### config.mk
export PLATFORM = sky130hd
export DESIGN_NAME = mipi_rx_packet_decoder
export DESIGN_NICKNAME = d
export VERILOG_FILES = /design/src/rtl/mipi_rx_pkg.sv /design/src/rtl/mipi_rx_be_gen.sv /design/src/rtl/mipi_rx_packet_decoder.sv
export SDC_FILE = /design/constraint.sdc
export NUM_CORES = 1
export LEC_CHECK = 0
export BUFFER_PORTS_ARGS = -buffer_cell sky130_fd_sc_hd__buf_2
export CORE_MARGIN = 3
export CORE_UTILIZATION = 51
export CTS_CLUSTER_DIAMETER = 40
export DETAILED_ROUTE_END_ITERATION = 8
export PLACE_DENSITY = 0.78
export SETUP_SLACK_MARGIN = 0.15
export SLEW_MARGIN = 20
export SYNTH_ARGS = -nofsm -noshare
export SYNTH_HDL_FRONTEND = slang
export SYNTH_HIERARCHICAL = 1
export SYNTH_SLANG_ARGS = --single-unit
### constraint.sdc
create_clock -name clk_i -period 2.6 [get_ports clk_i]
set_input_delay 0.13 -clock clk_i [delete_from_list [all_inputs] [get_ports clk_i]]
set_output_delay 0.13 -clock clk_i [all_outputs]
set_load 0.05 [all_outputs]
### src/rtl/mipi_rx_pkg.sv
// Shared types and constants for the MIPI RX packet decoder.
// Holds the FSM state encoding, sync/long-packet defaults and common data types.
package mipi_rx_pkg;

    localparam logic [7:0] SYNC_BYTE_DEF   = 8'hB8;
    localparam logic [5:0] LONG_DT_MIN_DEF = 6'h10;

    localparam logic [5:0] DT_FS    = 6'h00;
    localparam logic [5:0] DT_FE    = 6'h01;
    localparam logic [5:0] DT_RAW8  = 6'h2A;
    localparam logic [5:0] DT_RAW10 = 6'h2B;

    localparam logic [3:0] BE_ALL  = 4'b1111;
    localparam logic [3:0] BE_NONE = 4'b0000;

    typedef enum logic [2:0] {
        IDLE,
        HEADER,
        PAYLOAD,
        DONE,
        ERR
    } state_t;

endpackage

### src/rtl/mipi_rx_be_gen.sv
// Maps the remaining payload byte count onto byte enables for the current
// 4-byte word and flags the word that completes the packet.
module mipi_rx_be_gen
    import mipi_rx_pkg::*;
(
    input  logic [15:0] remaining,
    output logic [3:0]  be,
    output logic        last
);

    always_comb begin
        be   = BE_NONE;
        last = (remaining <= 16'd4);
        if (remaining > 16'd4) begin
            be = BE_ALL;
        end else begin
            case (remaining[2:0])
                3'd1:    be = 4'b0001;
                3'd2:    be = 4'b0011;
                3'd3:    be = 4'b0111;
                3'd4:    be = BE_ALL;
                default: be = BE_NONE;
            endcase
        end
    end

endmodule

### src/rtl/mipi_rx_packet_decoder.sv
// CSI-2 style packet decoder for an aligned 4-lane byte stream: checks sync,
// decodes the packet header and emits payload words with byte enables.
module mipi_rx_packet_decoder
    import mipi_rx_pkg::*;
#(
    parameter logic [7:0] SYNC_BYTE   = SYNC_BYTE_DEF,
    parameter logic [5:0] LONG_DT_MIN = LONG_DT_MIN_DEF
) (
    input  logic        clk_i,
    input  logic        reset_i,
    input  logic        lane_valid_i,
    input  logic [31:0] lane_byte_i,
    output logic        payload_valid_o,
    output logic [31:0] payload_o,
    output logic [3:0]  payload_be_o,
    output logic        payload_last_o,
    output logic        header_valid_o,
    output logic [1:0]  vc_o,
    output logic [5:0]  dt_o,
    output logic [15:0] wc_o,
    output logic        sync_err_o,
    output logic        trunc_err_o
);

    state_t      state, state_nxt;
    logic [15:0] remaining, remaining_nxt;
    logic        prev_valid;

    logic        payload_valid_nxt;
    logic [31:0] payload_nxt;
    logic [3:0]  payload_be_nxt;
    logic        payload_last_nxt;
    logic        header_valid_nxt;
    logic [1:0]  vc_nxt;
    logic [5:0]  dt_nxt;
    logic [15:0] wc_nxt;
    logic        sync_err_nxt;
    logic        trunc_err_nxt;

    logic [3:0]  be_word;
    logic        last_word;
    logic [15:0] hdr_wc;
    logic        burst_start;

    assign hdr_wc      = lane_byte_i[23:8];
    assign burst_start = lane_valid_i && !prev_valid;

    mipi_rx_be_gen u_be_gen (
        .remaining (remaining),
        .be        (be_word),
        .last      (last_word)
    );

    always_comb begin
        state_nxt         = state;
        remaining_nxt     = remaining;
        vc_nxt            = vc_o;
        dt_nxt            = dt_o;
        wc_nxt            = wc_o;
        payload_valid_nxt = 1'b0;
        payload_nxt       = '0;
        payload_be_nxt    = '0;
        payload_last_nxt  = 1'b0;
        header_valid_nxt  = 1'b0;
        sync_err_nxt      = 1'b0;
        trunc_err_nxt     = 1'b0;

        case (state)
            IDLE: begin
                if (burst_start) begin
                    if (lane_byte_i == {4{SYNC_BYTE}}) begin
                        state_nxt = HEADER;
                    end else begin
                        sync_err_nxt = 1'b1;
                        state_nxt    = ERR;
                    end
                end
            end

            HEADER: begin
                if (!lane_valid_i) begin
                    trunc_err_nxt = 1'b1;
                    state_nxt     = IDLE;
                end else begin
                    header_valid_nxt = 1'b1;
                    vc_nxt           = lane_byte_i[7:6];
                    dt_nxt           = lane_byte_i[5:0];
                    wc_nxt           = hdr_wc;
                    if (lane_byte_i[5:0] < LONG_DT_MIN || hdr_wc == 16'd0) begin
                        state_nxt = DONE;
                    end else begin
                        remaining_nxt = hdr_wc;
                        state_nxt     = PAYLOAD;
                    end
                end
            end

            PAYLOAD: begin
                if (!lane_valid_i) begin
                    trunc_err_nxt = 1'b1;
                    remaining_nxt = '0;
                    state_nxt     = IDLE;
                end else begin
                    payload_valid_nxt = 1'b1;
                    payload_nxt       = lane_byte_i;
                    payload_be_nxt    = be_word;
                    payload_last_nxt  = last_word;
                    // Clamp at zero on the final word so odd counts never wrap.
                    if (last_word) begin
                        remaining_nxt = '0;
                        state_nxt     = DONE;
                    end else begin
                        remaining_nxt = remaining - 16'd4;
                    end
                end
            end

            DONE, ERR: begin
                if (!lane_valid_i) begin
                    state_nxt = IDLE;
                end
            end

            default: state_nxt = IDLE;
        endcase
    end

    // prev_valid resets high so a burst already in flight at reset release
    // is ignored until lane_valid_i has been seen low.
    always_ff @(posedge clk_i or posedge reset_i) begin
        if (reset_i) begin
            state           <= IDLE;
            remaining       <= '0;
            prev_valid      <= 1'b1;
            payload_valid_o <= 1'b0;
            payload_o       <= '0;
            payload_be_o    <= '0;
            payload_last_o  <= 1'b0;
            header_valid_o  <= 1'b0;
            vc_o            <= '0;
            dt_o            <= '0;
            wc_o            <= '0;
            sync_err_o      <= 1'b0;
            trunc_err_o     <= 1'b0;
        end else begin
            state           <= state_nxt;
            remaining       <= remaining_nxt;
            prev_valid      <= lane_valid_i;
            payload_valid_o <= payload_valid_nxt;
            payload_o       <= payload_nxt;
            payload_be_o    <= payload_be_nxt;
            payload_last_o  <= payload_last_nxt;
            header_valid_o  <= header_valid_nxt;
            vc_o            <= vc_nxt;
            dt_o            <= dt_nxt;
            wc_o            <= wc_nxt;
            sync_err_o      <= sync_err_nxt;
            trunc_err_o     <= trunc_err_nxt;
        end
    end

endmodule

==> flow_summary.yaml <==
cts:
  cts.sinks: 85
  cts_buffer_depth: 2
  clkTransAtPathRegs_ps: 80
  cts_tree: "done"
  cts_made_buffers: 9
  clock_latency_ps: 360
  h-tree-depth: 3
  root_buffer: "clkbuf_8"
status:
  run_status: "finished, final reports clean"
placed_design:
  post_dp_cell_area_sq_um: 4090
  io_buffer_count: 99
  globalplace.congestion: 0.898
  post-place-ws_ps: 352
  dp_hpwl_mm: 6.22
sta:
  skew_ps: 7.81
  setup_viol: 0
  rsz0062_at_grt: "false"
  finalWorstSetupSlack_ps: 445
  fin_setup_tns_ps: 0
  hold_viol_final: 0
  period_share_pct: 82.9
  timing.hold.ws_ps: 12.7
  min_period_ps: 2150
  slew_viol_final: 0
  maxSlewHeadroom_pct: 48.3
  fmax_mhz: 464
  worstMarginPinSlew_ps: 769
routing:
  wirelength_mm: 9.00
  wl_met2_mm: 4.39
  top_layer: "met4"
  drc: 0
  dr.pass1.iters: 5
  drt_iter0_markers: 206
  met3_length_um: 791
  wl_per_cell_um: 18.4
  drt-met1-wl_mm: 3.64
  antenna_left: 0
  via_per_inst: 5.69
  vias: 2782
floorplan:
  std_cell_rows: 29
  die_w_um: 89
  die_h_um: 89
  coreArea_sq_um: 6490
  die-area_sq_um: 7920
  initial_core_util_pct: 54.1
  io_pins: 100
flow_run:
  drv_cap: 0
critical_path:
  rrSetupSlack_ps: 450
  endpoint_kind: "flop"
  rr_worst_depth: 8
  startpoint: "remaining[11]"
  critPathArrivalTime_ps: 2410
  crit_type: "reg2reg"
  cp_max_fo: 14
  critPathLaunchType: "flop"
  regToRegStartpoint: "remaining[11]"
  rr_endpoint: "remaining[13]"
  worstSetupEndpoint: "remaining[13]"
  required_ps: 2850
synthesis:
  synth-edff-count: 0
  ys.flop_type: "dfrtp_1"
  synthAdderAreaFrac_pct: 0.356
  yosysUniqueCellTypes: 54
  synthSimpleGateAreaFrac_pct: 19.9
  synth_top_family_by_area: "simple AND/OR/NAND/NOR gates"
  synth_seq_area_share_pct: 60.6
  synth_area_sq_um: 3510
  synth_compound_area_share_pct: 9.22
  async_reset_ff_share_pct: 100
  syn_nets: 328
  synth-xor-area-share_pct: 0
  yosysWarnings: 6
  synthMuxAreaShare_pct: 7.69
  synth_seq_cells: 85
  synth_area_per_cell_sq_um: 12.0
  syn_inst: 292
final_layout:
  areaGrowthSynthToFinish_pct: 26.5
  antenna_cells: 0
  nNetsFinal: 443
  finish.utilization_pct: 68.4
  drive_gt1_share_pct: 39.3
  design_area_sq_um: 4440
global_routing:
  grt_pass1_vias: 2719
  grt_pass1_wl_mm: 13.8
  grt_antenna_before_repair: 0
  grt_overflow: 0
  track_usage_pct: 23.5
  grt_max_degree: 61
power_and_ir_drop:
  powerDensity_nw_per_um2: 707
  leakagePower_nw: 2.28
  peakVddDrop_mv: 0.487
hold_path:
  hold_class: "in2reg"
==> power by group <==
part	total, W	internal [W]	switching [W]	leakage, nW
Clock	0.00111	0.000638	0.000475	0.116
Combinational	0.000523	0.000178	0.000345	1.03
Sequential	0.00151	0.00141	0.0000962	1.13
Total	0.00314	0.00223	0.000916	2.28
==> registers in the layout, indices dropped and copies added, names as in the netlist <==
| signal | cells |
|---|---|
| payload_last_o | 1 |
| state | 3 |
| payload_valid_o | 1 |
| remaining | 16 |
| sync_err_o | 1 |
| vc_o | 2 |
| wc_o | 16 |
| prev_valid | 1 |
| header_valid_o | 1 |
| dt_o | 6 |
| payload_o | 32 |
| payload_be_o | 4 |
| trunc_err_o | 1 |
==> Yosys cell counts (2+ instances only) <==
library cell  instances  area share (%)
a21o_2                2            0.50
a21oi_1              11             1.6
a22o_1                2            0.50
a22oi_1               2            0.43
a32oi_1               2            0.50
and2_1               34             6.1
buf_2                 5            0.71
clkbuf_1              3            0.32
dfrtp_1              84              60
inv_1                 6            0.64
mux2_2               24             7.7
nand2_1               9            0.96
nand2b_1              5            0.89
nand3_1               5            0.71
nand4_1               3            0.53
nand4b_1              3            0.75
nor2_1               17             1.8
nor2b_1               2            0.36
nor3_1               11             1.6
nor4_1                8             1.4
nor4_2                2            0.71
o211ai_1              2            0.43
o21ai_0              15             2.1
o21ai_1               2            0.28
o22ai_1               3            0.53
or2_2                 2            0.36
==> area by class of cell <==
type                            instances  area, sq um
Timing Repair Buffer                  115          643
Sequential cell                        85         2130
Fill cell                             493         2050
Clock inverter                          6          111
Multi-Input combinational cell        190         1310
Tap cell                               77         96.3
Clock buffer                           10          128
Inverter                                6         25.0
==> through the flow <==
step                      power (W)  instances
after global placement      0.00202        462
after detailed placement    0.00204        462
after global routing        0.00326        489
after CTS                   0.00315        487
final                       0.00314        489
after floorplan             0.00187        292
==> worst max-delay path, cell delays in order (launching register included) <==
cell and delay, ps:
dfrtp_1 480, nor4_2 330, nand4_1 120, nor3_1 290, inv_1 140, nand2_2 250, nor2_1 160, a32oi_1 210
nand2_1 70
==> routing by layer <==
layer	GRT usage [%]	up-vias
met3	8.29	15
li1	-	1269
met4	9.47	0
met5	0	-
met1	30.4	1358
met2	36.2	140
==> repair_timing <==
item,CTS,global route
buffers inserted,0,0
hold buffers,9,2
hold endpoints to repair,10,58
setup endpoints to repair,0,7
gates resized for setup,0,1
==> layout by cell type, fill, tap and decap left out, types with 2 or more instances in the layout <==
cell type,instances
a21o_2,2
a21oi_1,11
a22o_1,2
a22oi_1,2
a32oi_1,2
and2_1,34
buf_2,99
buf_4,5
bufinv_16,3
clkbuf_8,9
dfrtp_1,84
dlygate4sd3_1,11
inv_1,5
mux2_2,24
nand2_1,8
nand2b_1,5
nand3_1,5
nand4_1,3
nand4b_1,3
nor2_1,16
nor2b_1,2
nor3_1,11
nor4_1,8
nor4_2,2
o211ai_1,2
o21ai_0,15
o21ai_1,2
o22ai_1,3
or2_2,2
==> how the worst min path moves through the flow <==
stage | from | cells past startpoint | slack (ps) | endpoint
4_1_cts | reset_i | 2 | 0.4 | payload_valid_o
2_1_floorplan | lane_valid_i | 0 | 130 | prev_valid
5_1_grt | lane_byte_i[7] | 2 | 8 | payload_o[7]
6_report | lane_byte_i[28] | 2 | 10 | payload_o[28]
3_3_place_gp | lane_valid_i | 1 | 270 | prev_valid
3_5_place_dp | lane_valid_i | 1 | 280 | prev_valid
==> cells by family (layout without fill, tap and decap cells) <==
| family | after synthesis | in the layout |
|---|---|---|
| mux | 24 | 24 |
| buf+inv | 17 | 137 |
| flops | 85 | 85 |
| simple gates | 114 | 114 |
| fa+ha+maj | 1 | 1 |
| compound gates | 51 | 51 |
(Power assumes the default switching activity.)
